===== config.mk =====
export PLATFORM = sky130hd
export DESIGN_NAME = uart_rx_framer
export DESIGN_NICKNAME = d
export VERILOG_FILES = /design/src/rtl/uart_rx_framer.sv
export SDC_FILE = /design/constraint.sdc
export NUM_CORES = 1
export LEC_CHECK = 0
export ABC_AREA = 1
export CAP_MARGIN = 20
export CORE_UTILIZATION = 60
export DETAILED_ROUTE_END_ITERATION = 6
export PLACE_DENSITY_LB_ADDON = 0.12
export SYNTH_ARGS = -nofsm -noshare
export SYNTH_HDL_FRONTEND = slang
export SYNTH_SLANG_ARGS = --single-unit

===== constraint.sdc =====
create_clock -name i_clk -period 4.3 [get_ports i_clk]
set_clock_uncertainty 0.15 [all_clocks]
set_input_delay 0.645 -clock i_clk [delete_from_list [all_inputs] [get_ports i_clk]]
set_output_delay 0.645 -clock i_clk [all_outputs]
set_load 0.05 [all_outputs]

===== src/rtl/uart_rx_framer.sv =====
// -----------------------------------------------------------------------------
// uart_rx_framer
//
// Purpose:
//   Sits behind a UART receiver and turns its byte stream into framed packets.
//   Frame layout on the wire:  SYNC, LEN, LEN payload bytes, CHK
//   where CHK = (LEN + sum of payload bytes) mod 2^D_BITS.
//   Payload bytes are streamed out with start/last markers, and the frame is
//   closed with either a frame_ok pulse or a frame_err pulse plus an error code.
//   An inter-byte timeout aborts a frame that stalls, and a saturating counter
//   keeps a tally of aborted frames.
//
// Ports:
//   i_clk        in   1       system clock (only clock in the block)
//   reset        in   1       synchronous, active-high reset
//   rx_data      in   D_BITS  byte from the UART receiver, valid with rx_dvalid
//   rx_dvalid    in   1       one-cycle strobe per received byte
//   o_data       out  D_BITS  payload byte (driven to zero when o_dvalid is low)
//   o_dvalid     out  1       one-cycle strobe per payload byte
//   o_sof        out  1       with o_dvalid: first payload byte of the frame
//   o_last       out  1       with o_dvalid: last payload byte of the frame
//   o_frame_ok   out  1       one-cycle pulse: checksum matched
//   o_frame_err  out  1       one-cycle pulse: frame aborted
//   o_err_code   out  2       with o_frame_err: 01 bad LEN, 10 bad CHK, 11 timeout
//   o_busy       out  1       high while a frame is in progress
//   o_err_cnt    out  16      number of o_frame_err pulses, saturating
//
// Every output is a register; a response shows up the cycle after the
// rx_dvalid strobe that caused it.
// -----------------------------------------------------------------------------
module uart_rx_framer #(
    parameter int                D_BITS       = 8,
    parameter logic [D_BITS-1:0] SYNC_BYTE    = 8'hAA,
    parameter int                MAX_LEN      = 64,
    parameter int                TIMEOUT_CLKS = 100_000
) (
    input  logic              i_clk,
    input  logic              reset,
    input  logic [D_BITS-1:0] rx_data,
    input  logic              rx_dvalid,
    output logic [D_BITS-1:0] o_data,
    output logic              o_dvalid,
    output logic              o_sof,
    output logic              o_last,
    output logic              o_frame_ok,
    output logic              o_frame_err,
    output logic [1:0]        o_err_code,
    output logic              o_busy,
    output logic [15:0]       o_err_cnt
);

    // -------------------------------------------------------------------------
    // Constants
    // -------------------------------------------------------------------------
    // The timeout counter only ever needs to hold TIMEOUT_CLKS-1: the abort is
    // decided on the cycle it would have stepped to TIMEOUT_CLKS.
    localparam int TO_W = (TIMEOUT_CLKS > 1) ? $clog2(TIMEOUT_CLKS) : 1;

    localparam logic [TO_W-1:0]   TO_LAST   = TO_W'(TIMEOUT_CLKS - 1);
    localparam logic [TO_W-1:0]   TO_ONE    = TO_W'(1);
    localparam logic [D_BITS-1:0] MAX_LEN_V = D_BITS'(MAX_LEN);
    localparam logic [D_BITS-1:0] BYTE_ONE  = D_BITS'(1);

    localparam logic [1:0] ERR_NONE = 2'b00;
    localparam logic [1:0] ERR_LEN  = 2'b01;
    localparam logic [1:0] ERR_CHK  = 2'b10;
    localparam logic [1:0] ERR_TO   = 2'b11;

    typedef enum logic [1:0] {
        ST_IDLE    = 2'd0,
        ST_LEN     = 2'd1,
        ST_PAYLOAD = 2'd2,
        ST_CHK     = 2'd3
    } state_t;

    // -------------------------------------------------------------------------
    // State and datapath registers
    // -------------------------------------------------------------------------
    state_t            state_reg,   state_next;
    logic [D_BITS-1:0] remain_reg,  remain_next;   // payload bytes still due
    logic [D_BITS-1:0] sum_reg,     sum_next;      // running checksum
    logic              first_reg,   first_next;    // next payload byte is first
    logic [TO_W-1:0]   to_cnt_reg,  to_cnt_next;   // idle cycles since last byte

    // Registered outputs
    logic [D_BITS-1:0] data_reg,    data_next;
    logic              dvalid_reg,  dvalid_next;
    logic              sof_reg,     sof_next;
    logic              last_reg,    last_next;
    logic              ok_reg,      ok_next;
    logic              err_reg,     err_next;
    logic [1:0]        code_reg,    code_next;
    logic [15:0]       err_cnt_reg, err_cnt_next;

    // -------------------------------------------------------------------------
    // Byte classification
    // -------------------------------------------------------------------------
    // Bitwise SYNC comparison, reduced to a single match flag.
    logic [D_BITS-1:0] sync_bit_match;

    for (genvar gi = 0; gi < D_BITS; gi++) begin : g_sync_match
        assign sync_bit_match[gi] = ~(rx_data[gi] ^ SYNC_BYTE[gi]);
    end

    logic is_sync;
    logic len_bad;
    logic chk_match;
    logic busy;
    logic timeout_hit;

    assign is_sync   = &sync_bit_match;
    assign len_bad   = (rx_data == '0) || (rx_data > MAX_LEN_V);
    assign chk_match = (rx_data == sum_reg);
    assign busy      = (state_reg != ST_IDLE);

    // A byte arriving on the very cycle the timeout would fire takes priority:
    // the timeout is only declared on a cycle without rx_dvalid.
    assign timeout_hit = busy && !rx_dvalid && (to_cnt_reg == TO_LAST);

    // -------------------------------------------------------------------------
    // Process 1: state register (and all other registers)
    // -------------------------------------------------------------------------
    always_ff @(posedge i_clk) begin
        if (reset) begin
            state_reg   <= ST_IDLE;
            remain_reg  <= '0;
            sum_reg     <= '0;
            first_reg   <= 1'b0;
            to_cnt_reg  <= '0;
            data_reg    <= '0;
            dvalid_reg  <= 1'b0;
            sof_reg     <= 1'b0;
            last_reg    <= 1'b0;
            ok_reg      <= 1'b0;
            err_reg     <= 1'b0;
            code_reg    <= ERR_NONE;
            err_cnt_reg <= '0;
        end else begin
            state_reg   <= state_next;
            remain_reg  <= remain_next;
            sum_reg     <= sum_next;
            first_reg   <= first_next;
            to_cnt_reg  <= to_cnt_next;
            data_reg    <= data_next;
            dvalid_reg  <= dvalid_next;
            sof_reg     <= sof_next;
            last_reg    <= last_next;
            ok_reg      <= ok_next;
            err_reg     <= err_next;
            code_reg    <= code_next;
            err_cnt_reg <= err_cnt_next;
        end
    end

    // -------------------------------------------------------------------------
    // Process 2: next-state logic
    // -------------------------------------------------------------------------
    always_comb begin
        state_next = state_reg;
        unique case (state_reg)
            ST_IDLE: begin
                // Sync hunt: anything other than SYNC is dropped.
                if (rx_dvalid && is_sync) begin
                    state_next = ST_LEN;
                end
            end
            ST_LEN: begin
                if (rx_dvalid) begin
                    state_next = len_bad ? ST_IDLE : ST_PAYLOAD;
                end
            end
            ST_PAYLOAD: begin
                // SYNC-valued bytes are ordinary data here.
                if (rx_dvalid && (remain_reg == BYTE_ONE)) begin
                    state_next = ST_CHK;
                end
            end
            ST_CHK: begin
                // Returning to IDLE on the CHK edge lets a SYNC on the very
                // next cycle start the following frame.
                if (rx_dvalid) begin
                    state_next = ST_IDLE;
                end
            end
            default: state_next = ST_IDLE;
        endcase

        if (timeout_hit) begin
            state_next = ST_IDLE;
        end
    end

    // -------------------------------------------------------------------------
    // Process 3: output and datapath next values
    // -------------------------------------------------------------------------
    always_comb begin
        data_next   = '0;
        dvalid_next = 1'b0;
        sof_next    = 1'b0;
        last_next   = 1'b0;
        ok_next     = 1'b0;
        err_next    = 1'b0;
        code_next   = ERR_NONE;
        remain_next = remain_reg;
        sum_next    = sum_reg;
        first_next  = first_reg;

        // Idle counter: held at zero outside a frame and on every byte.
        if (!busy || rx_dvalid || timeout_hit) begin
            to_cnt_next = '0;
        end else begin
            to_cnt_next = to_cnt_reg + TO_ONE;
        end

        if (rx_dvalid) begin
            unique case (state_reg)
                ST_IDLE: begin
                    // Nothing to emit while hunting.
                end
                ST_LEN: begin
                    if (len_bad) begin
                        err_next  = 1'b1;
                        code_next = ERR_LEN;
                    end else begin
                        // LEN itself is part of the checksum.
                        remain_next = rx_data;
                        sum_next    = rx_data;
                        first_next  = 1'b1;
                    end
                end
                ST_PAYLOAD: begin
                    data_next   = rx_data;
                    dvalid_next = 1'b1;
                    sof_next    = first_reg;
                    last_next   = (remain_reg == BYTE_ONE);
                    sum_next    = sum_reg + rx_data;
                    remain_next = remain_reg - BYTE_ONE;
                    first_next  = 1'b0;
                end
                ST_CHK: begin
                    if (chk_match) begin
                        ok_next = 1'b1;
                    end else begin
                        err_next  = 1'b1;
                        code_next = ERR_CHK;
                    end
                end
                default: begin
                end
            endcase
        end else if (timeout_hit) begin
            err_next  = 1'b1;
            code_next = ERR_TO;
        end

        // The tally includes the pulse being issued this edge; it sticks at
        // all-ones instead of wrapping.
        if (err_next && (err_cnt_reg != 16'hFFFF)) begin
            err_cnt_next = err_cnt_reg + 16'd1;
        end else begin
            err_cnt_next = err_cnt_reg;
        end
    end

    // -------------------------------------------------------------------------
    // Output mapping
    // -------------------------------------------------------------------------
    assign o_data      = data_reg;
    assign o_dvalid    = dvalid_reg;
    assign o_sof       = sof_reg;
    assign o_last      = last_reg;
    assign o_frame_ok  = ok_reg;
    assign o_frame_err = err_reg;
    assign o_err_code  = code_reg;
    assign o_busy      = busy;
    assign o_err_cnt   = err_cnt_reg;

endmodule


; Yosys cells after proc, flatten, opt, wreduce, memory -nomap -nowiden
; Index checks and enable logic that the tools add are counted.
[classes]
addsub = 4
n_lt_le_gt_ge = 1
eq_ne = 12
muxes = 23
n_bitwise = 7
reduce_logical = 22
[op_table]
columns = op, n
row1 = $pmux W8 S2, 2
row2 = $add A17 B1 Y17 const B, 1
row3 = $eq A17 B17 Y1 const B, 1
row4 = $add A16 B1 Y16 const B, 1
row5 = $mux W2, 8
row6 = $ne A16 B16 Y1 const B, 1
row7 = $ne A2 B2 Y1 const B, 5
row8 = $add A8 B8 Y8, 1
row9 = $eq A8 B1 Y1 const B, 1
row10 = $eq A8 B8 Y1, 1
row11 = $gt A8 B7 Y1 const B, 1
row12 = $logic_not A8 Y1, 1
row13 = $mux W1, 8
row14 = $mux W8, 1
row15 = $pmux W2 S4, 1
row16 = $reduce_and A8 Y1, 1
row17 = $sub A8 B1 Y8 const B, 1
row18 = $not A1 Y1, 7
row19 = $reduce_or A2 Y1, 3
row20 = $reduce_or A3 Y1, 2
row21 = $logic_and A1 B1 Y1, 5
row22 = $eq A2 B2 Y1 const B, 2
row23 = $pmux W1 S2, 2
row24 = $pmux W2 S2, 1
row25 = 7 further kinds, 11
[word_totals]
ff_bits = 67
inputBits = 11
output_inout_bits = 32

; Depth between registers and ports, before layout
; Gate-level depths: netlist of run 1.
[depth]
word_depth = 6
ltp_mapped = 11
ltp_nobuf = 11

; Least setup slack after synthesis of run 1
; Ideal clock, no wire load.
[synth_path]
path_type = input -> register
start = input rx_data[6]
end = register err_cnt_reg[3] (netlist: o_err_cnt[3])
setup_time_ps = 70
t_arrival_ps = 1965
required_time_ps = 4080
setup_slack_ps = 2115
stages = 10
cell_sequence = ha_1 > or2_0 > nor2_1 > nand3_1 > nand2_1 > nand3_4 > nand2_4 > buf_6 > nand2_1 > a21oi_2
[synth_via]
elab_chain_cells = 6
[synth_rtl]
columns = element, line_no
row1 = from (decl), 39  ; input logic [D_BITS-1:0] rx_data,
row2 = $gt A8 B7 Y1 or $logic_not A8 Y1 (tied branches), 112  ; assign len_bad = (rx_data == '0) || (rx_data > MAX_LEN_V);
row3 = $logic_or A1 B1 Y1, 112
row4 = $mux W1, 221  ; if (len_bad) begin
row5 = $pmux W1 S2 *, 216  ; unique case (state_reg)
row6 = $mux W1 *, 215  ; if (rx_dvalid) begin
row7 = $logic_and A1 B1 Y1 *, 258  ; if (err_next && (err_cnt_reg != 16'hFFFF)) begin
row8 = to (signal assigned), 151  ; err_cnt_reg <= err_cnt_next;
row9 = to (decl), 93  ; logic [15:0] err_cnt_reg, err_cnt_next;
; Mark *: on every way between the ends. The rest lies on a longest branch, timed or not.
; A chain may end at the register's enable or synchronous reset.

; Final worst setup path of run 1
[layout_path]
start = input rx_data[6]
end = register err_cnt_reg[1] (netlist: o_err_cnt[1])
; The elaborated chain is that of the path after synthesis.

==> metrics, run 1 <==
pre-CTS setup slack 1.27 ns; core area ~0.0056 mm^2; Cell variety after synth 37; Avg Inst Size Synth a little over 7 um^2; Filler Cells Inserted around 450; R2R cell count 10; post-CTS setup buffers 0; Post-synth EDFFs 0; Rel. slew slack a little under 60%; worst path cell trace clkdlybuf4s50_1 -> ha_1 -> or2_0 -> nor2_1 -> nand3_1 -> nand2_1 -> nand3_4 -> nand2_4 -> inv_1 -> nor2_1 -> nor2_1; reg-to-reg slack, setup between 2 and 2.5 ns; WL final 7.34 mm; Initial Utilization a little over three fifths; Hold Path End o_sof; TritonCTS clock tree yes; reg2reg end sum_reg[3]; nature of the critical path endpoint register; Hold Crit Depth 2; setup TNS 0 ns; Worst path slowest cell clkdlybuf4s50_1; cell repeated most along the worst path nor2_1; Post-Synthesis Cells slightly below 500; asr flop ratio synth 0%; HP Start first_reg; Final Max Slew Viols 0; vias in the first global route between 2000 and 3000; Clock Path Buffers 2; layout cells sized above 1 about 8.0%; drt initial violations 172; Clock Latency Late Sink ~0.33 ns; endpoints failing hold 0; Final Wtd Congestion ~1; Worst Path Required between 4 and 5 ns; Max Cap Viol 0; Period minus WS final about 2.7 ns; PostCTS Resize Cnt 0; family with the most delay on the worst path simple AND/OR/NAND/NOR gates; number of buffers added on ports 42; outcome finished, final reports clean; Pwr per Cell Area ~270 mW/mm^2; first-pass GRT wire length 12.5 mm; Post-Syn Area around 0.0035 mm^2; Site Rows 27; DP HPWL 5.36 mm; clock-pin slew on the worst setup and hold paths approximately 0.06 ns; CTS Hold Bufs 0; Leak Pwr about 0.0017 uW; unrepaired setup endpoints after global routing no; Tot GR Track Use between 20% and 30%; Sink Count 67; total number of vias 3232; die area between 0.006 and 0.007 mm^2; ant diodes 0; Area Overhead vs Synth 18.2%; number of flip-flops in the largest register 17; initial antenna violation count 0; CTS root buffer clkbuf_8; crit path launch type primary input; final worst-path cycle share between 60% and 70%; worst setup path category in2reg; Slew @ Worst Pin slightly above 0.6 ns; 1st-pass router iterations 5; final net count between 500 and 600; FMAX 371 MHz; Post-route DRC 0; die width around 79 um; Post-Syn Nets ~500; Seq/Total Area, Yosys a little under two fifths; grt ovf 0; Die Height 78.6 um; Buf/Inv on CP 2; vias per inst 5.29; CTS Buf Count 9; WL/cell between 10 and 15 um; HP Class reg2reg; boundary pin count between 40 and 50; main flop type after synthesis dfxtp_1; crit-path max FO 19; antenna-violating nets left 0; Synth Warn # 0; final setup violation count 0; crit-path max cell delay about 0.51 ns; largest net degree at the start of global routing 25; Max rail drop VDD between 0.15 and 0.2 mV; Arr. time, crit path about 2.8 ns; setup ws final approximately 1.6 ns; flops & latches, synth 67; H-tree lvl count 3
==> logic make-up after synthesis <==
group / Yosys count / share of synthesized area [%]
AND/OR/NAND/NOR: 237 / 29.9
AO/OA/AOI/OAI: 77 / 12.6
buffers and inverters: 71 / 8.27
flip-flops: 67 / 38.1
XOR/XNOR: 27 / 6.71
adder cells (fa/ha/maj): 12 / 4.47
==> worst max path at each step <==
stage               start            to  slack [ns]  cells after the start
2_1_floorplan  rx_data[6]  o_err_cnt[3]        2.11                     10
3_3_place_gp   rx_data[1]  o_err_cnt[1]        1.39                     11
3_5_place_dp   rx_data[6]  o_err_cnt[1]        1.27                     11
4_1_cts        rx_data[6]  o_err_cnt[1]        1.62                     11
5_1_grt        rx_data[6]  o_err_cnt[1]        1.43                     11
6_report       rx_data[6]  o_err_cnt[1]        1.61                     11
==> cell type report <==
cell class | count | area [um^2] | area share, %
sequential | 67 | 1340 | 32.2
timing repair buffer | 45 | 443 | 10.6
multi-input combinational | 353 | 1890 | 45.4
tap | 72 | 90.1 | 2.16
clock buffer | 13 | 169 | 4.05
clock inverter | 2 | 10.0 | 0.240
inverter | 59 | 221 | 5.32
==> metrics by stage <==
step	hold slack, ns	power (uW)	area, um^2	utilization (%)	std cells
3_3_place_gp	0.269	680	3990	71.5	596
4_1_cts	0.281	1150	4170	74.7	611
2_1_floorplan	0.258	660	3520	-	491
6_report	0.281	1140	4170	74.7	611
3_5_place_dp	0.272	680	3990	71.5	596
5_1_grt	0.313	1180	4170	74.7	611
==> where the power goes <==
group / leakage, uW / internal (uW) / switching (uW)
Clock: 0.0000953 / 252 / 224
Combinational: 0.00103 / 17.8 / 28.5
Sequential: 0.000539 / 620 / 0.0982
Total: 0.00166 / 890 / 252
==> cells in the mapped netlist (2+ instances only) <==
cell type	count	area share [%]
buf_1	2	0.21
or2_2	3	0.53
nor2_2	2	0.35
nand3_1	44	6.2
dfxtp_1	67	38
o21a_1	2	0.43
nor2_4	2	0.64
nand4_1	5	0.89
nand2_1	84	8.9
ha_1	11	3.9
buf_6	2	0.64
nor2_1	77	8.2
a21oi_2	10	2.5
o21ai_0	27	3.8
xor2_1	18	4.5
a21boi_0	3	0.64
nand2_2	3	0.53
nor3_1	9	1.3
inv_1	57	6.1
a21oi_1	31	4.4
xnor2_1	9	2.2
clkbuf_1	4	0.43
nand3_2	2	0.57
buf_2	2	0.28
nand2_4	2	0.64
buf_4	2	0.43
==> per-layer routing <==
metal,GRT usage [%],vias up,part of all wire [%],wire [um]
met4,9.44,0,1.3,95
met5,0,-,0,0
met1,33.7,1486,49,3610
met3,3.84,9,4.5,332
li1,-,1666,-,-
met2,41.2,71,45,3310
==> cells in the final DEF (no fill, tap or decap), drive strengths merged <==
master         Yosys  layout
nor2              81      81
xnor2              9       9
o21ai             28      28
or2                4       4
o21a               2       2
fa                 1       1
nand4              5       5
a21oi             41      41
o31ai              1       1
clkbuf             4      13
xor2              18      18
clkdlybuf4s50      0      42
nor3               9       9
buf                8       3
ha                11      11
clkinv             1       3
nand3b             1       1
a21o               1       1
nor4               1       1
inv               58      58
a21boi             3       3
nand3             47      47
nand2             89      89
dfxtp             67      67
o2111ai            1       1
==> worst reg2reg max path: cells and delay by family (launching register included) <==
kind / cells / cell delay, ns
buffers and inverters: 5 / 0.77
AND/OR/NAND/NOR: 5 / 0.76
flip-flops: 1 / 0.41
(Power assumes the default switching activity.)
==> run 2, diff against run 1 <==
- CORE_UTILIZATION: 60 -> 50
- clock period: 4.3 -> 2.45 ns (I/O delays scaled with it)
==> metrics, run 2 (synthesis results as in run 1) <==
outcome finished, final reports clean; total number of vias 3210; HP Start first_reg; H-tree lvl count 3; Tot GR Track Use 21.6%; reg2reg start sum_reg[0]; initial antenna violation count 0; DP HPWL between 5 and 6 mm; number of flip-flops in the largest register 17; WL final 7.56 mm; Post-route DRC 0; commonest cells after routing, fill and taps aside 84 x nand2_1, 77 x nor2_1, 67 x dfxtp_1; CTS Hold Bufs 0; Hold Crit Depth 2; Slew @ Worst Pin a little over 0.5 ns; number of buffers added on ports 42; Initial Utilization between 50% and 60%; crit path launch type register; WL/cell between 10 and 15 um; Pwr Total 2190 uW; met1 usage in global routing just under 30%; Period minus WS final roughly 2.2 ns; Site Rows 30; R2R cell count 9; final setup violation count 0; Cell Count, Final, Fillers Out 659; final worst-path cycle share between 90 and 100%; nature of the critical path endpoint output pin; clock-pin slew on the worst setup and hold paths 0.07 ns; Arr. time, crit path around 1.7 ns; unrepaired setup endpoints after global routing no; boundary pin count 43; setup ws final around 0.23 ns; vias per inst slightly below 5; pre-CTS setup slack -0.0469 ns; drt initial violations between 150 and 200; Worst path slowest cell clkdlybuf4s50_1; worst setup path category reg2out; Sink Count 67; placed cell count about 640; final net count between 500 and 600; Die Height around 86 um; core area 0.00679 mm^2; PostCTS Resize Cnt 0; post-CTS setup buffers 0; setup TNS 0 ns; reg-to-reg slack, setup around 0.44 ns; clock share of power a little under half; worst path cell trace nor2_1 -> inv_1 -> clkdlybuf4s50_1; die area around 0.0074 mm^2; GR Layer Usage met3 approximately 3.4%; grt peak-use layer met2; CTS Buf Count 9; commonest non-fill, non-tap cell in the layout nand2_1; crit-path max FO 6; Max rail drop VDD 0.241 mV; die width 86.0 um; switching power about 500 uW; first-pass GRT wire length 12.7 mm; 1st-pass router iterations 4; Max Cap Viol 0; ant diodes 0; crit-path max cell delay ~0.8 ns; Pint 1700 uW; Final Max Slew Viols 0; Filler Cells Inserted roughly 610; Rel. slew slack roughly two thirds; vias in the first global route around 2900; Combinational Power Share around 4.5%; TritonCTS clock tree yes; antenna-violating nets left 0; Area Overhead vs Synth 25.4%; CTS root buffer clkbuf_8; reg2reg end sum_reg[4]; Clock Path Buffers 2; Hold Path End o_sof; Clock Latency Late Sink roughly 0.35 ns; Final Wtd Congestion about 0.91; FMAX about 450 MHz; layout cells sized above 1 about 12%; met2 usage 34.3%; endpoints failing hold 0; Seq pwr share 49.7%; Leak Pwr about 0.0018 uW; Pwr per Cell Area a little under 500 mW/mm^2; largest net degree at the start of global routing 22; HP Class reg2reg; Worst Path Required 1.93 ns; Net Sw Frac 22.4%; grt ovf 0
==> run 2: cell count changes in the layout (fill, tap and decap cells not counted) <==
| cell | before | now |
|---|---|---|
| buf_4 | 3 | 25 |
| bufinv_16 | 0 | 2 |
| buf_12 | 0 | 1 |
| clkbuf_8 | 12 | 9 |
| clkbuf_1 | 1 | 0 |
| clkinvlp_4 | 0 | 3 |
==> run 2: power groups by stage <==
| stage | Combinational (uW) | Clock (uW) | Sequential (uW) |
|---|---|---|---|
| 2_1_floorplan | 44.4 | 0 | 1110 |
| 3_3_place_gp | 95.8 | 0 | 1110 |
| 3_5_place_dp | 96.2 | 0 | 1110 |
| 4_1_cts | 97.1 | 1020 | 1090 |
| 5_1_grt | 108 | 1060 | 1090 |
| 6_report | 97.6 | 1010 | 1090 |
==> run 2: critical path, delay by kind of cell, from the launching register on <==
kind,cells,cell delay [ns]
buffers and inverters,2,0.85
AND/OR/NAND/NOR,1,0.09
flip-flops,1,0.42
==> run 2: area by class of cell <==
cell class                      count  area (um^2)  share of cell area (%)
Inverter                           59          221                    5.01
Multi-Input combinational cell    353         1890                    42.8
Timing Repair Buffer               68          628                    14.2
Clock buffer                        9          124                    2.80
Clock inverter                      7         92.6                    2.10
Sequential cell                    67         1340                    30.4
Tap cell                           96          120                    2.72
==> run 2: worst max path at each step <==
stage                      start      endpoint  slack, ns  depth (start not counted)
detailed placement    rx_data[0]    sum_reg[4]      -0.05                         10
floorplan           o_err_cnt[0]  o_err_cnt[3]       0.34                         10
global placement      rx_data[0]    sum_reg[4]     -0.009                         10
global route            register        o_busy       0.17                          3
CTS                     register        o_busy       0.23                          3
finish                  register        o_busy       0.23                          3
==> run 2: through the flow <==
stage	area (um^2)	utilization, %	hold WS [ns]
global placement	4200	61.9	0.269
global route	4420	65.0	0.317
floorplan	3520	-	0.258
CTS	4420	65.0	0.281
finish	4420	65.0	0.281
detailed placement	4200	61.9	0.269
==> run 2: routing by layer <==
metal	part of all wire, %	wire length (um)
met5	0	0
met4	1.0	76
met3	5.0	377
met2	45	3370
met1	49	3740
==> run 3, diff against run 2 <==
- ABC_CLOCK_PERIOD_IN_PS: not set -> 1900
- clock period: 2.45 -> 1.9 ns (I/O delays scaled with it)
==> metrics, run 3 (synthesis results as in run 1) <==
FMAX approximately 530 MHz; Post-route DRC 0; grt ovf 0; clock-pin slew on the worst setup and hold paths around 0.070 ns; largest net degree at the start of global routing 22; vias in the first global route just over 3000; final setup violation count 0; Clock Latency Late Sink between 0.3 and 0.4 ns; HP Class in2reg; Sink Count between 60 and 70; final worst-path cycle share between 90% and 100%; Arr. time, crit path 1.96 ns; Initial Utilization roughly half; Tot GR Track Use about 23%; ant diodes 0; vias per inst roughly 5.0; layout cells sized above 1 around 24%; DP HPWL around 6 mm; setup ws final roughly 0.022 ns; Final Max Slew Viols 0; crit-path max FO 3; Worst Path Required 1.98 ns; Die Height approximately 86 um; Slew @ Worst Pin roughly 0.5 ns; WL/cell 12.0 um; setup TNS 0 ns; boundary pin count 43; Max rail drop VDD 0.441 mV; total number of vias approximately 3500; Site Rows 30; CTS root buffer clkbuf_8; Leak Pwr roughly 0.0021 uW; Rel. slew slack between 60% and 70%; nature of the critical path endpoint register; Final Wtd Congestion around 0.85; core area around 0.0068 mm^2; drt initial violations about 210; worst setup path category reg2reg; Max Cap Viol 0; unrepaired setup endpoints after global routing yes; final net count 613; pre-CTS setup slack -0.502 ns; commonest non-fill, non-tap cell in the layout nand2_1; initial antenna violation count 0; endpoints failing hold 0; fin util 70.1%; Clock Path Buffers 2; number of buffers added on ports 42; die area roughly 0.0074 mm^2; 1st-pass router iterations 4; commonest cells after routing, fill and taps aside 82 x nand2_1, 74 x nor2_1, 74 x buf_4; Final Hold Slack about 0.25 ns; H-tree lvl count 3; Pwr per Cell Area between 600 and 700 mW/mm^2; Period minus WS final 1.88 ns; WL final between 8 and 9 mm; antenna-violating nets left 0; CTS Hold Bufs 0; first-pass GRT wire length ~14 mm; CTS Buf Count 9; die width between 80 and 90 um; TritonCTS clock tree yes; crit path launch type register; number of flip-flops in the largest register 17; outcome finished, final reports clean; Area Overhead vs Synth 35.2%
## run 3: final cells by class
type / instances / area (um^2)
repair buffers: 100 / 831
well taps: 96 / 120
clock buffers: 9 / 124
multi-input cells: 353 / 2000
inverters: 59 / 221
fillers: 573 / 2030
clock inverters: 7 / 116
flip-flops and latches: 67 / 1350
## run 3: metal layers
layer	share of wire, %	track usage [%]
met1	48	30.7
met2	46	36.2
met3	3.8	3.95
met4	1.4	10.5
met5	0	0
## run 3: worst max-delay path, cell delays in order (launching register included)
cell and delay, ns:
dfxtp_2 0.34, ha_4 0.24, or2_0 0.21, nor2_1 0.09, nand3_1 0.13, buf_4 0.16, buf_4 0.12, buf_4 0.12
nor4_1 0.22
## run 3: worst paths after layout
check                                   start             to  slack (ns)  depth (start not counted)
worst max-delay path               sum_reg[1]     o_frame_ok        0.02                          8
worst min-delay path               rx_data[2]      o_data[2]        0.25                          3
worst max register to register     sum_reg[1]     o_frame_ok        0.02                          8
worst min register to register  to_cnt_reg[0]  to_cnt_reg[0]        0.27                          1
## run 3: what timing repair did
| action | 4_1_cts | 5_1_grt |
|---|---|---|
| resized for setup | 20 | 28 |
| endpoints found under the setup margin | 30 | 41 |
| pin swaps | 4 | 10 |
| buffers inserted | 1 | 6 |
## run 3: where the power goes
group | internal (uW) | total (uW) | switching (uW)
Combinational | 68.4 | 147 | 78.8
Sequential | 1400 | 1400 | 0.246
Clock | 869 | 1430 | 564
## run 3: per-stage QoR
stage	cell area, um^2	power [uW]	std cells
floorplan	3530	1490	491
CTS	4660	3000	686
finish	4760	2980	691
global route	4760	3100	691
detailed placement	4350	1570	669
global placement	4350	1570	669
